File: src/rtl/sha_padder.sv
`default_nettype none
// sha_padder: AXI-Stream SHA-224/256/384/512 message padder (64-byte beats in, padded blocks out).
// Revision 1.0 - initial release.
module sha_padder #(
  parameter int S_AXIS_DATA_WIDTH  = 512,
  parameter int M_AXIS_DATA_WIDTH  = 1024,
  parameter int S_AXIS_TUSER_WIDTH = 128,
  parameter int M_AXIS_TUSER_WIDTH = 128
) (
  input  logic                            axis_aclk,
  input  logic                            axis_reset,
  input  logic [S_AXIS_DATA_WIDTH-1:0]    s_axis_tdata,
  input  logic [S_AXIS_DATA_WIDTH/8-1:0]  s_axis_tkeep,
  input  logic [S_AXIS_TUSER_WIDTH-1:0]   s_axis_tuser,
  input  logic                            s_axis_tvalid,
  input  logic                            s_axis_tlast,
  output logic                            s_axis_tready,
  output logic [M_AXIS_DATA_WIDTH-1:0]    m_axis_tdata,
  output logic [M_AXIS_TUSER_WIDTH-1:0]   m_axis_tuser,
  output logic                            m_axis_tvalid,
  output logic                            m_axis_tlast,
  input  logic                            m_axis_tready
);

  localparam int KB = S_AXIS_DATA_WIDTH / 8;

  typedef enum logic [1:0] {
    COLLECT    = 2'd0,
    EMIT       = 2'd1,
    EMIT_EXTRA = 2'd2
  } state_t;

  state_t state, state_n;

  logic                          alive;
  logic                          in_msg;
  logic [1:0]                    type_q;
  logic [M_AXIS_TUSER_WIDTH-1:0] tuser_q;
  logic                          beat_idx;
  logic [63:0]                   byte_cnt;
  logic [1023:0]                 blk;       // block byte j always kept at [1023-8j -: 8]
  logic                          last_q;
  logic                          extra_q;
  logic                          marker_q;

  logic          beat_acc;
  logic          blk_acc;
  logic          msg_done;
  logic [1:0]    type_eff;
  logic          big;
  logic [6:0]    nbytes;
  logic [7:0]    p;
  logic [7:0]    bsize;
  logic [7:0]    lfield;
  logic [63:0]   cnt_n;
  logic [63:0]   len_n;
  logic          complete;
  logic          extra_n;
  logic [1023:0] blk_n;
  logic [1023:0] extra_blk;

  assign s_axis_tready = alive && (state == COLLECT);
  assign m_axis_tvalid = (state != COLLECT);
  assign m_axis_tlast  = m_axis_tvalid && last_q;
  assign m_axis_tuser  = tuser_q;
  assign m_axis_tdata  = type_q[1] ? blk : {512'd0, blk[1023:512]};

  assign beat_acc = s_axis_tvalid && s_axis_tready;
  assign blk_acc  = m_axis_tvalid && m_axis_tready;
  assign msg_done = blk_acc && last_q;

  always_comb begin
    type_eff = in_msg ? type_q : s_axis_tuser[33:32];
    big      = type_eff[1];
    nbytes   = '0;
    for (int k = 0; k < KB; k++) begin
      nbytes = nbytes + 7'(s_axis_tkeep[k]);
    end
    p        = beat_idx ? (8'd64 + {1'b0, nbytes}) : {1'b0, nbytes};
    bsize    = big ? 8'd128 : 8'd64;
    lfield   = big ? 8'd112 : 8'd56;
    cnt_n    = byte_cnt + 64'(nbytes);
    len_n    = {cnt_n[60:0], 3'b000};
    complete = s_axis_tlast || !big || beat_idx;
    extra_n  = s_axis_tlast && (p >= lfield);

    // The first beat of a block starts from zero so short SHA-384/512 tails never expose stale bytes.
    blk_n = beat_idx ? blk : '0;
    for (int j = 0; j < 128; j++) begin
      if (((j >= 64) == beat_idx) && s_axis_tkeep[j % 64]) begin
        blk_n[1023-8*j -: 8] = s_axis_tdata[8*(j % 64) +: 8];
      end
      if (s_axis_tlast && (8'(j) == p) && (p < bsize)) begin
        blk_n[1023-8*j -: 8] = 8'h80;
      end
    end
    if (s_axis_tlast && !extra_n) begin
      if (big) blk_n[63:0]    = len_n;
      else     blk_n[575:512] = len_n;
    end

    extra_blk = '0;
    if (marker_q) extra_blk[1023:1016] = 8'h80;
    if (type_q[1]) extra_blk[63:0]    = {byte_cnt[60:0], 3'b000};
    else           extra_blk[575:512] = {byte_cnt[60:0], 3'b000};
  end

  always_comb begin
    state_n = state;
    case (state)
      COLLECT:    if (beat_acc && complete) state_n = EMIT;
      EMIT:       if (blk_acc) state_n = extra_q ? EMIT_EXTRA : COLLECT;
      EMIT_EXTRA: if (blk_acc) state_n = COLLECT;
      default:    state_n = COLLECT;
    endcase
  end

  always_ff @(posedge axis_aclk or posedge axis_reset) begin
    if (axis_reset) state <= COLLECT;
    else            state <= state_n;
  end

  always_ff @(posedge axis_aclk or posedge axis_reset) begin
    if (axis_reset) begin
      alive    <= 1'b0;
      in_msg   <= 1'b0;
      type_q   <= 2'd0;
      tuser_q  <= '0;
      beat_idx <= 1'b0;
      byte_cnt <= 64'd0;
      blk      <= '0;
      last_q   <= 1'b0;
      extra_q  <= 1'b0;
      marker_q <= 1'b0;
    end else begin
      alive <= 1'b1;
      if (beat_acc) begin
        blk      <= blk_n;
        byte_cnt <= cnt_n;
        beat_idx <= !complete;
        if (!in_msg) begin
          in_msg  <= 1'b1;
          type_q  <= s_axis_tuser[33:32];
          tuser_q <= M_AXIS_TUSER_WIDTH'(s_axis_tuser);
        end
        if (complete) begin
          last_q   <= s_axis_tlast && !extra_n;
          extra_q  <= extra_n;
          marker_q <= (p == bsize);
        end
      end
      if (blk_acc && (state == EMIT) && extra_q) begin
        blk     <= extra_blk;
        last_q  <= 1'b1;
        extra_q <= 1'b0;
      end
      if (msg_done) begin
        in_msg   <= 1'b0;
        type_q   <= 2'd0;
        beat_idx <= 1'b0;
        byte_cnt <= 64'd0;
      end
    end
  end

endmodule
`default_nettype wire
File: config.mk
export PLATFORM = sky130hd
export DESIGN_NAME = sha_padder
export DESIGN_NICKNAME = d
export VERILOG_FILES = /design/src/rtl/sha_padder.sv
export SDC_FILE = /design/constraint.sdc
export NUM_CORES = 2
export LEC_CHECK = 0
export CORE_AREA = 2 2 730 732
export CTS_BUF_LIST = sky130_fd_sc_hd__clkbuf_4
export CTS_CLUSTER_DIAMETER = 60
export DETAILED_ROUTE_END_ITERATION = 10
export DIE_AREA = 0 0 732 734
export SLEW_MARGIN = 0
export SYNTH_ARGS = -nofsm -noshare
export SYNTH_HDL_FRONTEND = slang
export SYNTH_SLANG_ARGS = --single-unit
File: constraint.sdc
create_clock -name axis_aclk -period 70.4 [get_ports axis_aclk]
set_input_delay 14.08 -clock axis_aclk [delete_from_list [all_inputs] [get_ports axis_aclk]]
set_output_delay 14.08 -clock axis_aclk [all_outputs]
set_load 0.01 [all_outputs]
==> flow_summary_export.csv <==
group,metric,value,unit
status,status,"finished clean",
sta,slew_violations,0,
worst_setup_path,cp_data_arrival_time,25050,ps
synthesis,netlist_area,0.06320,mm^2
sta,finalCritPeriodShare,33.74,%
sta,rsz0062_at_grt,"no",
sta,post-route-min-period,23760,ps
routing,via_count,64390,
clock_tree,cts_hold_buffers,0,
synthesis,synth-seq-cells,1222,
placement,post-place-ws,45050,ps
worst_setup_path,reg2reg_from,"type_q[1]",
worst_setup_path,worstRegToRegCells,10,
clock_tree,clk_pin_slew,70,ps
worst_setup_path,cp_max_fo,17,
synthesis,synth_top_flop_cell,"dfrtp_1",
synthesis,yosysMostFrequentCell,"dfrtp_1",
hold_path,hp-start,"marker_q",
clock_tree,cts_setup_buffers,0,
placement,dp_hpwl,515300,um
synthesis,synth_top_area_share,48.38,%
worst_setup_path,path_class,"in2reg",
routing,wl_per_cell,39.88,um
sta,tns,0,ps
placement,gp_congestion,0.9614,
die,num_rows,268,
clock_tree,numCtsBuffers,367,
worst_setup_path,path_buf_inv,7,
clock_tree,cts_num_sinks,1222,
run,drv_cap,0,
global_route,grt_start_max_net_pins,151,
routing,ant_nets,0,
worst_setup_path,crit_path_end_kind,"flip-flop",
hold_path,min_delay_path_depth,2,
routing,drt_first_pass_iters,6,
die,core,0.5301,mm^2
die,die_h,734,um
global_route,grt_busiest_layer,"met2",
global_route,use_met1,23.41,%
synthesis,synthTopCellsByArea,"dfrtp_1 (48%), mux2_2 (12%), a22o_1 (11%)",
worst_setup_path,cp.depth,27,
global_route,grt_overflow,0,
routing,post-route-drc-count,0,
routing,wl,614100,um
synthesis,synth_edf_count,0,
layout,syn2layout_area_growth,51.87,%
synthesis,syn_area_per_cell,11.00,um^2
global_route,grt_pass1_vias,60870,
worst_setup_path,crit_slowest_cell,"clkdlybuf4s50_1",
sta,worst_slew_pin_slew,1386,ps
worst_setup_path,path_delay_family,"adder cells",
clock_tree,cts_tree,"built",
sta,setup_ws,46640,ps
synthesis,yosys-top-cells-count,"dfrtp_1 (1222), a22o_1 (793), mux2_2 (647)",
synthesis,ys_warn_count,0,
synthesis,async_flop_share,100.0,%
worst_setup_path,cp.required,71690,ps
clock_tree,ctsHtreeMaxLevel,5,
die,dieArea,0.5373,mm^2
clock_tree,root_buffer,"clkbuf_4",
worst_setup_path,crit_top_cell,"fa_1",
clock_tree,cts_resized,0,
routing,vias_per_cell,4.182,
global_route,use_met2,31.88,%
global_route,gr-usage-met3,14.62,%
sta,hold_viol,0,
synthesis,synth_top_area_cell,"dfrtp_1",
clock_tree,clockBufferDepth,4,
routing,drt-initial-drc-count,7400,
global_route,track_usage,21.85,%
hold_path,hp-class,"reg2reg",
sta,skew,185.0,ps
die,initial_core_util,11.92,%
die,die_w,732,um
synthesis,syn_nets,6536,
synthesis,syn_inst,5745,
synthesis,ys_seq_area_share,48.38,%
worst_setup_path,crit_start,"s_axis_tkeep[59]",
layout,nets,8505,
worst_setup_path,max_stage_delay,1090,ps
clock_tree,clkLatencyLatePin,1570,ps
global_route,grt_pass1_wl,751800,um
sta,setup_viol,0,
placement,portBuffers,1863,
synthesis,ys_types,87,
die,io_pins,1864,
sta,slew_headroom,6.980,%
sta,fmax,0.04210,GHz
layout,drive_above_1_share,18.56,%
global_route,antenna_found_initial,554,
worst_setup_path,cp-start-kind,"input port",
==> kinds of logic (layout without fill, tap and decap cells) <==
logic type | after synthesis | after routing | synth area share, %
buffers and inverters | 517 | 2766 | 3.177
AO/OA/AOI/OAI | 1706 | 1706 | 21.18
XOR/XNOR | 58 | 58 | 0.8156
adder cells (fa/ha/maj) | 82 | 82 | 2.288
AND/OR/NAND/NOR | 1503 | 1503 | 12.48
flip-flops | 1222 | 1222 | 48.38
multiplexers | 656 | 656 | 11.67
other | 1 | 383 | 0.005933
==> cell type report <==
class,instances,area (um^2)
timing repair buffer,1983,19620
fill,58770,434200
inverter,134,511.7
clock buffer,526,3949
tap,7020,8783
sequential,1222,30590
multi-input combinational,4006,30850
clock inverter,123,734.5
antenna,382,955.9
==> per-stage QoR <==
step                hold slack [ps]  cells  cell area, um^2  util [%]
finish                        487.2  15400            95990     18.11
global route                  499.9  15220            95560     18.02
floorplan                     443.1   5745            63200         -
CTS                           488.6  15010            95030     17.93
global placement              468.1  14370            90350     17.04
detailed placement            469.1  14370            90350     17.04
==> per-layer routing <==
layer / wire length [um] / up-vias
met5: 2207 / -
met1: 214800 / 32070
met4: 44080 / 334
li1: - / 26000
met2: 254100 / 4571
met3: 98790 / 1420
==> sequential cells by signal, summed over array words and instances, names as in the netlist <==
signal        cells
blk            1024
m_axis_tuser    128
byte_cnt         61
state             2
alive             1
beat_idx          1
extra_q           1
in_msg            1
last_q            1
marker_q          1
type_q            1
==> worst min-delay path, delay by kind of cell (launching register included) <==
family           cells  cell delay (ps)
AO/OA/AOI/OAI        1               50
AND/OR/NAND/NOR      1               50
flip-flops           1              350
==> cell usage in the layout (no fill, tap or decap), types with 21 or more instances in the layout <==
| cell type | instances |
|---|---|
| dfrtp_1 | 1220 |
| diode_2 | 382 |
| o21ai_0 | 197 |
| a221o_1 | 36 |
| and2_1 | 522 |
| xnor2_1 | 34 |
| a211oi_1 | 23 |
| o31ai_2 | 41 |
| clkdlybuf4s50_1 | 1862 |
| nand3_1 | 80 |
| nor3_1 | 67 |
| nand2_1 | 353 |
| a31oi_1 | 87 |
| xor2_1 | 23 |
| and3_1 | 55 |
| nand4_1 | 38 |
| o21ai_1 | 33 |
| a22oi_1 | 42 |
| nor2_1 | 236 |
| a21oi_1 | 134 |
| clkinv_1 | 78 |
| fa_1 | 56 |
| o2bb2ai_1 | 51 |
| mux2_2 | 647 |
| buf_4 | 114 |
| o21a_1 | 21 |
| ha_1 | 26 |
| a21o_1 | 39 |
| clkbuf_4 | 526 |
| o22ai_1 | 31 |
| inv_1 | 130 |
| o31ai_1 | 50 |
| a22o_1 | 793 |
| nand2b_1 | 28 |
==> final timing paths <==
kind                            slack, ps        end
worst max-delay path                46640   blk[906]
worst min-delay path                  490   marker_q
worst max register to register      63120   blk[906]
worst min register to register        490   marker_q
max in group asynchronous           53310   blk[253]
min in group asynchronous           13150  blk[1014]
Power is left out: the tool's default activity adds up to more than one toggle a clock period on the data nets, which glitch-free logic cannot reach.
